### src/rtl/mem_arb_pkg.sv
// Shared types and constants for the two-port memory arbiter.
package mem_arb_pkg;

   typedef enum logic {
      ARB    = 1'b0,
      LOCKED = 1'b1
   } arb_state_e;

   localparam int NUM_PORTS  = 2;
   localparam int PORT_DATA  = 0;
   localparam int PORT_FETCH = 1;

endpackage

### src/rtl/mem_arbiter_rr.sv
// Two-way round-robin grant: among the unmasked valid ports, ptr breaks ties.
module rr_arbiter2
   import mem_arb_pkg::*;
(
   input  logic [NUM_PORTS-1:0] valid,
   input  logic                 ptr,
   input  logic [NUM_PORTS-1:0] mask,
   output logic [NUM_PORTS-1:0] grant,
   output logic                 granted,
   output logic                 grant_idx
);

   logic [NUM_PORTS-1:0] eligible;

   always_comb begin
      eligible  = valid & mask;
      granted   = |eligible;
      grant_idx = 1'b0;
      grant     = '0;
      case (eligible)
         2'b01:   grant_idx = 1'b0;
         2'b10:   grant_idx = 1'b1;
         2'b11:   grant_idx = ptr;
         default: grant_idx = 1'b0;
      endcase
      if (granted) begin
         grant = grant_idx ? 2'b10 : 2'b01;
      end
   end

endmodule

### src/rtl/mem_arbiter.sv
// Shares one single-ported memory between the load/store unit (port 0) and
// instruction fetch (port 1); one grant per cycle, round-robin with optional lock.
module mem_arbiter
   import mem_arb_pkg::*;
#(
   parameter int BIT_WIDTH   = 32,
   parameter int ENTRY_COUNT = 1024,
   parameter int ADDR_WIDTH  = $clog2(ENTRY_COUNT)
) (
   input  logic                            clk,
   input  logic                            rst,
   input  logic [NUM_PORTS-1:0]            req_valid,
   output logic [NUM_PORTS-1:0]            req_ready,
   input  logic [NUM_PORTS-1:0]            req_we,
   input  logic [NUM_PORTS-1:0]            req_lock,
   input  logic [NUM_PORTS*ADDR_WIDTH-1:0] req_addr,
   input  logic [NUM_PORTS*BIT_WIDTH-1:0]  req_wdata,
   output logic [NUM_PORTS-1:0]            rsp_valid,
   output logic [BIT_WIDTH-1:0]            rsp_rdata,
   output logic [ADDR_WIDTH-1:0]           mem_readAddr,
   output logic [ADDR_WIDTH-1:0]           mem_writeAddr,
   output logic [BIT_WIDTH-1:0]            mem_writeData,
   output logic                            mem_writeEn,
   input  logic [BIT_WIDTH-1:0]            mem_readData
);

   arb_state_e           state, state_next;
   logic                 lock_owner, lock_owner_next;
   logic                 rr_ptr, rr_ptr_next;
   logic [NUM_PORTS-1:0] mask, grant;
   logic                 granted, g;
   logic                 sel_we;

   rr_arbiter2 u_rr (
      .valid     (req_valid),
      .ptr       (rr_ptr),
      .mask      (mask),
      .grant     (grant),
      .granted   (granted),
      .grant_idx (g)
   );

   // Reset suppresses every grant; a lock restricts eligibility to its owner.
   always_comb begin
      mask = 2'b11;
      if (rst) begin
         mask = 2'b00;
      end else if (state == LOCKED) begin
         mask = lock_owner ? 2'b10 : 2'b01;
      end
   end

   // With no grant g is 0, so the memory sees port 0's fields and no write.
   always_comb begin
      req_ready     = grant;
      sel_we        = req_we[g];
      mem_readAddr  = g ? req_addr[2*ADDR_WIDTH-1:ADDR_WIDTH] : req_addr[ADDR_WIDTH-1:0];
      mem_writeAddr = mem_readAddr;
      mem_writeData = g ? req_wdata[2*BIT_WIDTH-1:BIT_WIDTH] : req_wdata[BIT_WIDTH-1:0];
      mem_writeEn   = granted & sel_we;
   end

   always_comb begin
      state_next      = state;
      lock_owner_next = lock_owner;
      rr_ptr_next     = rr_ptr;
      case (state)
         ARB: begin
            if (granted) begin
               rr_ptr_next = ~g;
               if (req_lock[g]) begin
                  state_next      = LOCKED;
                  lock_owner_next = g;
               end
            end
         end
         LOCKED: begin
            if (granted && !req_lock[g]) begin
               state_next = ARB;
            end
         end
         default: state_next = ARB;
      endcase
   end

   // Responses are one-cycle pulses; writes report zero data.
   always_ff @(posedge clk) begin
      if (rst) begin
         state      <= ARB;
         lock_owner <= 1'b0;
         rr_ptr     <= 1'b0;
         rsp_valid  <= '0;
         rsp_rdata  <= '0;
      end else begin
         state      <= state_next;
         lock_owner <= lock_owner_next;
         rr_ptr     <= rr_ptr_next;
         rsp_valid  <= grant;
         if (granted) begin
            rsp_rdata <= sel_we ? '0 : mem_readData;
         end
      end
   end

   always_ff @(posedge clk) begin
      if (!rst) begin
         assert (ENTRY_COUNT >= (1 << ADDR_WIDTH))
            else $error("ENTRY_COUNT smaller than the address space");
      end
   end

endmodule
### config.mk
export PLATFORM = sky130hd
export DESIGN_NAME = mem_arbiter
export DESIGN_NICKNAME = d
export VERILOG_FILES = /design/src/rtl/mem_arb_pkg.sv /design/src/rtl/mem_arbiter_rr.sv /design/src/rtl/mem_arbiter.sv
export SDC_FILE = /design/constraint.sdc
export NUM_CORES = 1
export LEC_CHECK = 0
export CAP_MARGIN = 40
export CORE_MARGIN = 2
export CORE_UTILIZATION = 28
export DETAILED_ROUTE_END_ITERATION = 10
export HOLD_SLACK_MARGIN = 0.1
export PLACE_DENSITY = 0.8
export SYNTH_ARGS = -nofsm -noshare
export SYNTH_HDL_FRONTEND = slang
export SYNTH_SLANG_ARGS = --single-unit
### constraint.sdc
create_clock -name clk -period 2.4 [get_ports clk]
set_input_delay 0.36 -clock clk [delete_from_list [all_inputs] [get_ports clk]]
set_output_delay 0.36 -clock clk [all_outputs]
set_load 0.01 [all_outputs]
==> results of run 1 <==
[worst max-delay path: stages]
cell and delay, ps:
clkdlybuf4s50_1 420, nand2b_4 160, nor3_4 130, buf_6 170
bufbuf_16 270, mux2_2 330, buf_2 140
[Yosys cell counts]
cell           count
a211o_1            1
a21oi_1            5
a22o_1            30
a22o_2             2
and2b_2            1
buf_2              2
buf_4             12
buf_6              5
clkbuf_8           2
dfxtp_1           37
dlygate4sd1_1      1
inv_1              2
mux2_1             2
mux2_2            41
mux2i_1            1
nand2_1            1
nand2b_1           2
nor2_1             5
nor3_1             1
nor3_2             1
nor3b_2            1
nor3b_4            1
nor4b_1            1
nor4b_2            1
o21a_1             1
o21ai_0            1
o31ai_2            1
o41ai_1            1
[routing by layer]
layer | GRT usage (%) | wire, um | vias up | share of wire, %
met5 | 0 | 0 | - | 0
met4 | 4.545 | 48 | 0 | 0.67
met3 | 5.905 | 567 | 4 | 7.9
met2 | 32.66 | 3888 | 109 | 54
met1 | 19.13 | 2709 | 976 | 38
li1 | - | - | 1033 | -
[sequential cells by signal (all words and copies together) (netlist names), named ones only]
register    cells
rsp_rdata      32
rsp_valid       2
lock_owner      1
rr_ptr          1
[power by group through the flow]
stage,Combinational (mW),Clock (mW),Sequential [mW]
after CTS,0.644,0.584,0.673
after detailed placement,0.670,0,0.686
after global placement,0.660,0,0.684
after global routing,0.696,0.612,0.677
after floorplan,0.229,0,0.700
final,0.653,0.565,0.673
[cells by family (layout without fill, tap and decap cells)]
group	after synthesis	in the layout	synth area share, %
flip-flops	37	37	39.00
multiplexers	44	44	26.02
AND/OR/NAND/NOR	15	15	5.994
buffers and inverters	24	243	10.54
AO/OA/AOI/OAI	42	42	18.45
[worst paths after layout]
kind                                     from                end  slack, ps  cells past startpoint
worst min register to register  rsp_rdata[11]      rsp_rdata[11]        480                      1
worst min-delay path            rsp_rdata[11]      rsp_rdata[11]        480                      1
worst max-delay path                      rst  mem_writeData[16]         50                      7
worst max register to register     lock_owner      rsp_rdata[29]        620                      7
[cell type report]
type	count	area, um^2
fillers	569	2409
repair buffers	233	2320
multi-input cells	101	980.9
flip-flops and latches	37	744.5
well taps	80	100.1
clock buffers	6	82.58
clock inverters	2	37.54
inverters	2	7.507
[per-stage QoR]
stage | setup WS, ps | power (mW)
2_1_floorplan | 360.5 | 0.9295
3_3_place_gp | -326.3 | 1.345
3_5_place_dp | -343.9 | 1.357
4_1_cts | 0.6097 | 1.901
5_1_grt | -35.11 | 1.985
6_report | 45.31 | 1.891
[timing repair]
| item | 4_1_cts | 5_1_grt |
|---|---|---|
| endpoints found under the setup margin | 55 | 31 |
| resized for setup | 86 | 38 |
| cloned | 2 | 2 |
| pin swaps | 1 | 0 |
| buffers inserted | 4 | 1 |
==> out/results.ini, run 1 <==
[global_routing]
grt_antenna_before_repair=0
track_usage_pct=17.63
first_global_vias=2187
grt_pass1_wl_um=10430
grt_overflow_total=0
grt_max_degree=33

[cells_and_area]
layout_common_cells=clkdlybuf4s50_1 (157), mux2_2 (41), dfxtp_1 (36)
fin_nets=504
syn_to_final_growth_pct=125.0
final_cells=461
drive_above_1_share_pct=24.41
fin_area_um2=4273
fin_util_pct=63.95
final_common_cell=clkdlybuf4s50_1
num_antenna_cells=0

[synthesis]
netlist_area_um2=1899
yosysTopAreaCell=dfxtp_1
ys_types=28
synth_warnings=0
ys_seq_area_share_pct=39.00
synthTopCellsByArea=dfxtp_1 (39%), mux2_2 (24%), a22o_1 (14%), buf_4 (4.7%), buf_6 (3.0%)
ys_ff_latch=37
syn_nets=286
synth_area_per_cell_um2=11.72
synth.top_cell.area_share_pct=39.00
synth_cells=162

[route]
via_per_inst=4.603
drc=0
wl_per_cell_um=15.65
drt_wl_total_um=7214
drtPass1Iterations=6
ant_nets=0
vias=2122
drt_iter0_drc=34

[clocking]
cts_max_path_buffers=2
clkLatencyLatePin_ps=280
ctsHoldBuffers=0
cts_tree=built
root_buffer=clkbuf_8
clkSlewWorstSetupHoldPaths_ps=80
htreeDepth=2
clock_sinks=37
numCtsBuffers=5

[sta]
slew_headroom_pct=73.75
tightest_slew_ps=393.4
min_period_ps=2355
drv_slew=0
finalCritPeriodShare_pct=98.11
fmax_mhz=424.7
clock_skew_ps=5.982
tns_ps=0
report.final.hold_viol_count=0
fin_hold_ws_ps=479.4
rsz0062_at_grt=true
setup_violations=0

[pwr]
p_leak_nw=1.704
swShare_pct=24.66
p_per_area_nw_per_um2=442.5
ir_drop_uv=249.3
p_switching_uw=466.2
seqPwrFrac_pct=35.6
pwr-share-comb_pct=34.5
p_clk_share_pct=29.9
p_int_mw=1.425

[critical_path]
path_class=primary input to output pin
cp_max_fo=7
cp-end-kind=output pin
cp.required_ps=2040
cp_data_arrival_time_ps=1990
start_kind=primary input

[placement]
place.port_buffers=212
place_hpwl_um=5708
dpl_cell_area_um2=4073
dp_cells=444
gp_congestion=0.7680

[die]
fp-row-count=30
die_w_um=86.36
dieArea_um2=7458
coreArea_um2=6681
die_y_um=86.36
initial_core_util_pct=28.43
io-pin-count=213

[job]
drv_cap=0

[run_status]
run_status=completed

[worst_hold_path]
hold_class=register to register

Note: power is estimated with default switching activity, not from simulation.
==> run 2, diff against run 1 <==
- CORE_UTILIZATION: 28 -> 25
- PLACE_DENSITY: 0.8 -> 0.75
- clock period: 2.4 -> 2.15 ns (I/O delays scaled with it)
==> out/results.ini, run 2 (synthesis results as in run 1) <==
[critical_path]
cp-end-kind=output pin
path_class=register to output pin
cp_cell_sequence=and2b_2, nor3_4, buf_12, buf_12, buf_16, mux2_4, buf_6
cp_data_arrival_time_ps=1930
cp_common_cell=buf_12
slowest_stage=dfxtp_4
max_stage_delay_ps=360
cp.required_ps=1830
start_kind=register
cp_max_fo=6

[sta]
drv_slew=0
tightest_slew_ps=544.9
report.final.hold_viol_count=0
setup_slack_ps=-101.0
min_period_ps=2251
tns_ps=-3271
fin_hold_ws_ps=477.1
fmax_mhz=444.2
rsz0062_at_grt=true
clock_skew_ps=7.913
slew_headroom_pct=63.63
setup_violations=48
finalCritPeriodShare_pct=104.7

[pwr]
p_leak_nw=2.008
swShare_pct=26.09
p_switching_uw=554.5
seqPwrFrac_pct=35.3
p_clk_share_pct=21.6
pwr-share-comb_pct=43.1
p_per_area_nw_per_um2=449.6
p_int_mw=1.571
ir_drop_uv=208.0

[route]
drt_iter0_drc=72
drc=0
ant_nets=0
via_per_inst=4.531
drtPass1Iterations=4
vias=2234
wl_per_cell_um=17.51
drt_wl_total_um=8634

[die]
die_w_um=91.16
fp-row-count=31
initial_core_util_pct=26.05
coreArea_um2=7292
io-pin-count=213
die_y_um=91.16
dieArea_um2=8310

[global_routing]
first_global_vias=2489
grt_pass1_wl_um=12510
grt_overflow_total=0
grt_antenna_before_repair=0
grt_max_degree=23
track_usage_pct=19.05

[clocking]
ctsHoldBuffers=0
root_buffer=clkbuf_8
cts_tree=built
clock_sinks=37
cts_max_path_buffers=2
clkSlewWorstSetupHoldPaths_ps=80
htreeDepth=2
numCtsBuffers=5
clkLatencyLatePin_ps=280

[cells_and_area]
largest_reg_flops=32
drive_above_1_share_pct=37.82
final_common_cell=clkdlybuf4s50_1
layout_common_cells=clkdlybuf4s50_1 (154), buf_6 (56), mux2_4 (42)
num_antenna_cells=0
reg.largest.list=rsp_rdata x32, rsp_valid x2
fin_area_um2=4727
largest_register=rsp_rdata
syn_to_final_growth_pct=148.9
fin_nets=517

[run_status]
violations=setup timing
run_status=finished, violations left

[job]
drv_cap=0

[placement]
dpl_cell_area_um2=4111
preCtsSetupSlack_ps=-560.1
place_hpwl_um=6019
place.port_buffers=212
gp_congestion=0.7997

[worst_hold_path]
hold_class=register to register

run 2: through the flow:
stage	total power [mW]	util, %	instances
6_report	2.125	64.83	493
5_1_grt	2.241	64.83	493
4_1_cts	2.087	62.41	487
3_5_place_dp	1.520	56.38	466
3_3_place_gp	1.513	56.38	466
2_1_floorplan	1.038	-	162
run 2: worst max-delay path, delay by kind of cell (launching register included):
| family | cells | cell delay, ps |
|---|---|---|
| DFF | 1 | 360 |
| muxes | 1 | 320 |
| and+or+nand+nor | 2 | 440 |
| buffers and inverters | 4 | 520 |
run 2: power groups by stage:
stage,Sequential (mW),Combinational (mW),Clock (mW)
floorplan,0.782,0.256,0
global placement,0.763,0.750,0
detailed placement,0.765,0.756,0
CTS,0.749,0.860,0.478
global route,0.754,0.970,0.517
finish,0.750,0.916,0.459
run 2: worst paths after layout:
path	startpoint	cells after the start	to	slack (ps)
max	register	7	mem_readAddr[5]	-100
min	rsp_rdata[15]	1	rsp_rdata[15]	480
min reg2reg	rsp_rdata[15]	1	rsp_rdata[15]	480
max reg2reg	register	7	register	320
run 2: what timing repair did:
item	4_1_cts	5_1_grt
buffers inserted	8	8
setup endpoints to repair	55	54
gates resized for setup	276	52
pin swaps	1	2
cloned	5	1
run 2: layout make-up:
cell class | count | area (um^2)
clock buffers | 6 | 72.57
clock inverters | 2 | 10.01
fillers | 574 | 2565
inverters | 2 | 7.507
multi-input cells | 101 | 1139
flip-flops and latches | 37 | 745.7
well taps | 99 | 123.9
repair buffers | 246 | 2629
run 2: routing by layer:
metal | share of wire, % | vias up | GRT usage [%]
li1 | - | 1058 | -
met1 | 34 | 1058 | 18.62
met2 | 56 | 112 | 36.85
met3 | 9.2 | 6 | 7.635
met4 | 0.73 | 0 | 4.798
met5 | 0 | - | 0
==> run 3, diff against run 2 <==
- SETUP_SLACK_MARGIN: default -> 0.2
==> out/results.ini, run 3 (synthesis results as in run 1) <==
[run_status]
run_status=finished, violations left
violations=setup timing

[cells_and_area]
largest_register=rsp_rdata
final_common_cell=clkdlybuf4s50_1
drive_above_1_share_pct=39.34
syn_to_final_growth_pct=141.7
num_antenna_cells=0
final_cells=493
reg.largest.list=rsp_rdata x32, rsp_valid x2
largest_reg_flops=32
layout_common_cells=clkdlybuf4s50_1 (154), buf_6 (51), dfxtp_1 (35)
num-fill-cells=592
fin_nets=517

[job]
drv_cap=0

[global_routing]
track_usage_pct=18.62
first_global_vias=2427
grt_overflow_total=0
grt_antenna_before_repair=0
grt_pass1_wl_um=12290
grt_max_degree=33

[placement]
gp_congestion=0.7889
dp_cells=467
place.port_buffers=212
place_hpwl_um=5872

[sta]
drv_slew=0
tightest_slew_ps=306.7
rsz0062_at_grt=true
slew_headroom_pct=79.29
tns_ps=-1730
setup_slack_ps=-77.43
min_period_ps=2227
setup_violations=34
report.final.hold_viol_count=0
finalCritPeriodShare_pct=103.6
fmax_mhz=448.9
clock_skew_ps=7.474

[pwr]
p_per_area_nw_per_um2=456.4
p_leak_nw=1.918
ir_drop_uv=203.3
finalPower_mw=2.095

[clocking]
htreeDepth=2
root_buffer=clkbuf_8
clock_sinks=37
numCtsBuffers=5
clkSlewWorstSetupHoldPaths_ps=80
cts_max_path_buffers=2
ctsHoldBuffers=0
clkLatencyLatePin_ps=280
cts_tree=built

[die]
coreArea_um2=7292
io-pin-count=213
die_y_um=91.16
dieArea_um2=8310
die_w_um=91.16
fp-row-count=31
initial_core_util_pct=26.05

[route]
vias=2241
drt_wl_total_um=8186
drtPass1Iterations=4
ant_nets=0
drt_iter0_drc=27
drc=0
via_per_inst=4.546
wl_per_cell_um=16.60

[critical_path]
start_kind=register
cp-end-kind=output pin
path_class=register to output pin
cp.required_ps=1830
cp_common_cell=buf_6
cp_max_fo=7
max_stage_delay_ps=360
cp_data_arrival_time_ps=1900
cp_cell_sequence=and2b_2, nor3_4, buf_6, buf_6, buf_12, mux2_2, buf_2
slowest_stage=dfxtp_4

[worst_hold_path]
hold_class=primary input to register

run 3: layer usage:
metal / GRT usage, % / part of all wire (%) / vias up
met5: 0 / 0 / -
met1: 20.26 / 37 / 1047
li1: - / - / 1063
met3: 5.394 / 7.6 / 14
met2: 34.32 / 53 / 117
met4: 6.187 / 2.1 / 0
run 3: path summary, 6_finish.rpt:
check,startpoint,to,slack (ps),cells after the start
max,register,mem_readAddr[3],-80,7
min,rst,lock_owner,400,3
min reg2reg,rsp_rdata[22],rsp_rdata[22],480,1
max reg2reg,register,register,180,10
run 3: critical path: cells and delay by family, from the launching register on:
kind,cells,cell delay [ps]
muxes,1,340
buffers and inverters,4,550
and+or+nand+nor,2,380
DFF,1,360
run 3: final cells by class:
| type | instances | area, um^2 | share of cell area (%) |
|---|---|---|---|
| inverter | 2 | 7.507 | 0.1635 |
| tap | 99 | 123.9 | 2.698 |
| timing repair buffer | 246 | 2534 | 55.19 |
| sequential | 37 | 745.7 | 16.24 |
| clock buffer | 5 | 68.82 | 1.499 |
| clock inverter | 3 | 17.52 | 0.3816 |
| multi-input combinational | 101 | 1094 | 23.82 |
run 3: what timing repair did:
item / in CTS / in global routing
resized for setup: 258 / 52
endpoints found under the setup margin: 55 / 56
cloned: 4 / 0
pin swaps: 2 / 2
buffers inserted: 10 / 4
run 3: power by group:
group | leakage, nW | switching (mW) | internal [mW]
sequential | 0.304 | 0.0225 | 0.727
clock | 0.0439 | 0.252 | 0.224
combinational | 1.57 | 0.287 | 0.583
total | 1.92 | 0.561 | 1.53
run 3: per-stage QoR:
step | worst slack, ps | hold slack (ps) | utilization [%] | cell area, um^2
floorplan | 229.5 | 448.0 | - | 1902
global placement | -481.6 | 460.7 | 56.66 | 4131
detailed placement | -538.6 | 465.6 | 56.66 | 4131
CTS | -123.1 | 487.9 | 61.10 | 4456
global route | -142.3 | 417.6 | 62.95 | 4591
finish | -77.43 | 402.1 | 62.95 | 4591
